==> config.mk <==
export PLATFORM = sky130hd
export DESIGN_NAME = inv_pipe
export DESIGN_NICKNAME = d
export VERILOG_FILES = /design/src/rtl/inv_pipe.sv
export SDC_FILE = /design/constraint.sdc
export NUM_CORES = 1
export LEC_CHECK = 0
export CELL_PAD_IN_SITES_DETAIL_PLACEMENT = 1
export CELL_PAD_IN_SITES_GLOBAL_PLACEMENT = 1
export CORE_AREA = 2 2 62 76
export DETAILED_ROUTE_END_ITERATION = 7
export DIE_AREA = 0 0 64 78
export DONT_BUFFER_PORTS = 1
export PLACE_DENSITY = 0.74
export SLEW_MARGIN = 20
export SYNTH_ARGS = -nofsm -noshare
export SYNTH_HDL_FRONTEND = slang
export SYNTH_SLANG_ARGS = --single-unit
==> constraint.sdc <==
create_clock -name clk -period 1.68 [get_ports clk]
set_clock_uncertainty 0.1 [all_clocks]
set_input_delay 0.084 -clock clk [delete_from_list [all_inputs] [get_ports clk]]
set_output_delay 0.084 -clock clk [all_outputs]
set_load 0.02 [all_outputs]
==> src/rtl/inv_pipe.sv <==
// inv_pipe: pipelined per-beat conditional bit inverter with valid/ready handshake,
// saturating completed-beat counter and sticky reserved-mode flag.
module inv_pipe #(
    parameter int WIDTH = 8,
    parameter int DEPTH = 2,
    parameter int CNT_W = 16
) (
    input  logic             clk,
    input  logic             rst_n,
    input  logic [WIDTH-1:0] in_data,
    input  logic [WIDTH-1:0] in_mask,
    input  logic [1:0]       in_mode,
    input  logic             in_valid,
    output logic             in_ready,
    output logic [WIDTH-1:0] out_data,
    output logic             out_valid,
    input  logic             out_ready,
    output logic [CNT_W-1:0] beat_cnt,
    output logic             mode_err
);
    logic [DEPTH-1:0] v;
    logic [WIDTH-1:0] d [DEPTH];
    logic [WIDTH-1:0] xf;
    logic stall;
    assign stall     = v[DEPTH-1] && !out_ready;
    assign in_ready  = !stall;
    assign out_valid = v[DEPTH-1];
    assign out_data  = d[DEPTH-1];
    always_comb xf = (in_mode == 2'd1) ? ~in_data : (in_mode == 2'd2) ? (in_data ^ in_mask) : in_data;
    // Stage data only loads behind a valid beat, so the last stage holds its value across bubbles.
    always_ff @(posedge clk) begin
        if (!rst_n) begin
            v        <= '0;
            for (int i = 0; i < DEPTH; i++) d[i] <= '0;
            beat_cnt <= '0;
            mode_err <= 1'b0;
        end else begin
            if (!stall) begin
                v[0] <= in_valid;
                if (in_valid) d[0] <= xf;
                for (int i = 1; i < DEPTH; i++) begin
                    v[i] <= v[i-1];
                    if (v[i-1]) d[i] <= d[i-1];
                end
                if (in_valid && in_mode == 2'd3) mode_err <= 1'b1;
            end
            if (out_valid && out_ready && beat_cnt != '1) beat_cnt <= beat_cnt + 1'b1;
        end
    end
endmodule

# Word-level counts from Yosys, hierarchy flattened
# Memories as Yosys holds them, arrays and structs flattened.
# Index checks and enable logic that the tools add are counted.
[totals]
out_inout_bits = 27
mem_count = 1
wordCells = 34
in_bits = 22
ram_bits = 16
ff_bits = 19
[classes]
mux = 13
eq_ne = 4
n_addsub = 1
reduce_logical = 7
bitwise = 5
[memory_table]
columns = ["name", "words", "word_bits", "read_ports", "rd_ports_with_merged_regs", "write_ports", "line", "source"]
rows = [
  ["d", 2, 8, 2, 0, 2, "22", "logic [WIDTH-1:0] d [DEPTH];"],
]
[ops]
columns = ["cell", "count"]
rows = [
  ["$mux W8", 4],
  ["$add A16 B1 Y16 const B", 1],
  ["$ne A16 B16 Y1 const B", 1],
  ["$mux W1", 9],
  ["$not A8 Y8", 1],
  ["$xor A8 B8 Y8", 1],
  ["$eq A2 B2 Y1 const B", 2],
  ["$logic_and A1 B1 Y1", 4],
  ["$eq A2 B1 Y1 const B", 1],
  ["$logic_not A1 Y1", 2],
  ["$or A1 B1 Y1", 2],
  ["$reduce_and A2 Y1", 1],
  ["$not A1 Y1", 1],
]

# Depth between registers and ports, before layout
[depth]
depth_word = 6
ltp_mapped = 6
depth_no_buf = 5

# Worst setup path before layout
# OpenSTA, ideal clock, no wires.
[synth_path]
path_kind = "register -> register"
from = "register beat_cnt[0]"
to = "register beat_cnt[10]"
t_arrival_ns = 1.705
synth_period_minus_slack_ns = 1.940
path_slack_ns = -0.260
required_ns = 1.445
setup_ns = 0.135
path_buffers = 0
stages_incl_launch_ff = 6
path_cell_list = "dfxtp_1 -> ha_1 -> nand4_1 -> or3_1 -> o311ai_0 -> o41ai_1"
[synth_via]
elab_chain_cells = 2
elab_cells_between_ends = 3
classes_between = "add/sub (1); eq/ne (1); reduce/logical (1)"
[synth_lines]
columns = ["item", "line", "source"]
rows = [
  ["from (decl)", "18", "output logic [CNT_W-1:0] beat_cnt,"],
  ["from (signal assigned)", "47", "if (out_valid && out_ready && beat_cnt != '1) beat_cnt <= beat_cnt + 1'b1;"],
  ["branches (longest 2 deep; another with $add A16 B1 Y16)", "n/a", ""],
]
# Several ways; the timed one is not identified.
# A chain may end at the register's enable or synchronous reset.

# Worst setup path after layout
[layout_path]
from = "register beat_cnt[1]"
to = "register beat_cnt[11]"
# Same word-level chain as after synthesis.

==> flow_summary.yaml <==
setup_path:
  critPathBufInv: 1
  worstPathArrival_ps: 1840
  critical_path.max_stage_delay_ps: 470
  critical-path-top-delay-family: "simple AND/OR/NAND/NOR gates"
  worstSetupPathType: "register to register"
  critPathLaunchType: "register"
  cp.required_ps: 1800
  critical_path.startpoint: "beat_cnt[1]$_SDFFE_PN0P_"
  end_kind: "register"
  worstSetupEndpoint: "beat_cnt[11]$_SDFFE_PN0P_"
  r2r-start: "beat_cnt[1]$_SDFFE_PN0P_"
  crit_path_cell_trace: "ha_4, nand4_1, nor4_4, buf_6, or4_4, a21oi_1"
  ff2ff_path_depth: 6
  reg2reg_slack_ps: -40
  critPathMaxFanout: 5
  path_depth: 6
  r2r_end: "beat_cnt[11]$_SDFFE_PN0P_"
  crit_slowest_cell: "or4_4"
grt:
  grt_max_degree: 17
  gr-total-overflow: 0
  grt_pass1_wl_mm: 8.00
  grt_pass1_vias: 1653
  antenna_found_initial: 0
  grt_usage: 0.210
cts:
  path_clk_slew_ps: 70
  cts_buffers: 5
  holdBufCountCts: 17
  htree_num_levels: 2
  cts_buffer_depth: 2
  cts_sinks: 35
  cts_setup_buffers: 0
  tritoncts: "yes"
  cts_root_buffer: "clkbuf_8"
  insertion_delay_ps: 290
flow_run:
  maxCapViolCount: 0
sta:
  fmax_ghz: 0.583
  final.min_clock_period_ps: 1720
  hold_ws_ps: -141
  rsz0062_at_grt: "true"
  setup_violations: 6
  worst_slack_ps: -35.8
  setup-tns-final_ps: -103
  drv_slew: 0
  hold_viol_final: 1
  tightest_slew_ps: 570
  fin_crit_sh: 1.02
  max_slew_margin: 0.620
power_and_ir_drop:
  power.density_mw_per_mm2: 831
  power.leakage_nw: 0.849
  ir_drop_uv: 748
  finalPower_w: 0.00201
layout:
  num-fill-cells: 448
  antenna_cells: 0
  layout.nets: 239
  register_area_um2: 893
  multi_input_area_um2: 895
  layout-drive-gt1-share: 0.332
  areaGrowthSynthToFinish_pct: 39.2
  layout.cells.non_filler: 273
die:
  row_count: 26
  fp.dieW_um: 64
  fp.dieH_um: 78
  start_util: 0.413
  ios: 49
  core_area_mm2: 0.00420
  fp.dieArea_mm2: 0.00499
detailed_routing:
  vias: 1457
  drc: 0
  ant_nets: 0
  via_per_inst: 5.34
  first_pass_iters: 4
  post_drt_wl_per_cell_um: 17.4
  routed_wl_mm: 4.75
  drt_iter0_drc: 53
synthesis:
  postSynthAreaPerCell_um2: 9.79
  ys_seq_area_frac: 0.497
  synth_area_mm2: 0.00173
  synthesis.nets: 200
  synthCells: 177
  synth_seq_cells: 35
  synth_warnings: 0
  yosysUniqueCellTypes: 33
status:
  outcome: "complete, but fails checks"
  violations: "negative hold slack, negative setup slack"
place:
  hpwl_mm: 3.45
  portBuffers: 0
  placed_cells: 248
  gp_congestion: 0.766
  pre_cts_ws_ps: -70.2
worst_hold_path:
  hold_path.class: "input pin to register"
-- layout by cell type, fill, tap and decap left out, types with 2 or more instances in the layout --
cell	count
nor3_1	3
a21oi_2	2
or4_1	5
o21ai_0	3
or4_4	2
inv_1	3
dlygate4sd3_1	17
nand2_1	14
nor2_1	14
bufinv_16	2
o31ai_1	7
nor2b_1	3
nand3_2	3
dfxtp_2	5
nand4_1	4
dfxtp_1	7
edfxtp_1	16
mux2i_1	3
dfxtp_4	7
a21oi_1	18
buf_6	3
buf_4	27
nor4_4	3
nand2b_1	4
nand3_1	3
clkbuf_8	5
or3_4	3
xor2_1	8
and2_1	8
-- stage by stage --
step | utilization | instance area [um^2]
2_1_floorplan | - | 1810
3_3_place_gp | 0.480 | 2010
3_5_place_dp | 0.480 | 2010
4_1_cts | 0.561 | 2350
5_1_grt | 0.575 | 2410
6_report | 0.575 | 2410
-- flip-flops by register name (all words and copies together), names as in the netlist --
register / count
d: 16
beat_cnt: 16
mode_err: 1
v: 2
-- synth_stat cells (all sizes together) --
cell     n  share of area
a21oi   20          0.058
a41oi    1         0.0051
and2     8          0.029
and3     1         0.0036
buf      9          0.039
clkbuf   6          0.013
dfxtp   19           0.22
edfxtp  16           0.28
ha       1         0.0072
inv      3         0.0065
mux2i    3          0.017
nand2   14          0.030
nand2b   4          0.014
nand3    6          0.020
nand4    5          0.027
nor2    14          0.030
nor2b    3          0.011
nor3     3         0.0087
nor4     4          0.023
nor4b    1         0.0051
o21ai    5          0.014
o311ai   1         0.0051
o31ai    7          0.030
o41ai    1         0.0051
or2      2         0.0072
or3      4          0.017
or3b     1         0.0051
or4      7          0.030
xor2     8          0.040
-- per-layer routing --
metal / up-vias / share of wire / GRT usage
met1: 699 / 0.38 / 0.219
met5: - / 0 / 0
met2: 41 / 0.55 / 0.395
met4: 0 / 0.015 / 0.0739
met3: 5 / 0.049 / 0.0565
li1: 712 / - / -
-- power by group --
part / switching, W / total, W / internal [W]
logic: 0.0000720 / 0.000133 / 0.0000606
registers: 0.0000395 / 0.000967 / 0.000928
clock network: 0.000314 / 0.000906 / 0.000592
-- worst min path at each step --
stage	from	endpoint	cells past startpoint
global route	rst_n	beat_cnt[10]$_SDFFE_PN0P_	2
floorplan	in_valid	v[0]$_SDFFE_PN0N_	2
detailed placement	rst_n	beat_cnt[14]$_SDFFE_PN0P_	2
CTS	rst_n	beat_cnt[10]$_SDFFE_PN0P_	2
global placement	rst_n	beat_cnt[15]$_SDFFE_PN0P_	2
finish	rst_n	beat_cnt[10]$_SDFFE_PN0P_	2
-- worst register-to-register path: stages, from the launching register on --
cell and delay (ps):
dfxtp_4 360, ha_4 160, nand4_1 160, nor4_4 80
buf_6 150, or4_4 470, a21oi_1 150
-- cell type report --
class | count | area share
multi-input cells | 124 | 0.371
flip-flops and latches | 35 | 0.370
repair buffers | 47 | 0.169
well taps | 56 | 0.0290
clock buffers | 5 | 0.0285
clock inverters | 3 | 0.0280
inverters | 3 | 0.00467
-- kinds of logic (layout without fill, tap and decap cells) --
family / Yosys count / in the layout / share of synthesized area
mux: 3 / 3 / 0.0173
xor+xnor: 8 / 8 / 0.0404
buf+inv: 18 / 58 / 0.0585
flops: 35 / 35 / 0.497
fa+ha+maj: 1 / 1 / 0.00722
simple gates: 77 / 77 / 0.262
compound gates: 35 / 35 / 0.118
-- repair_timing --
action | 4_1_cts | 5_1_grt
hold endpoints to repair | 14 | 1
pin swaps | 3 | 2
resized for setup | 11 | 12
endpoints found under the setup margin | 11 | 15
Note: power is estimated with default switching activity, not from simulation.
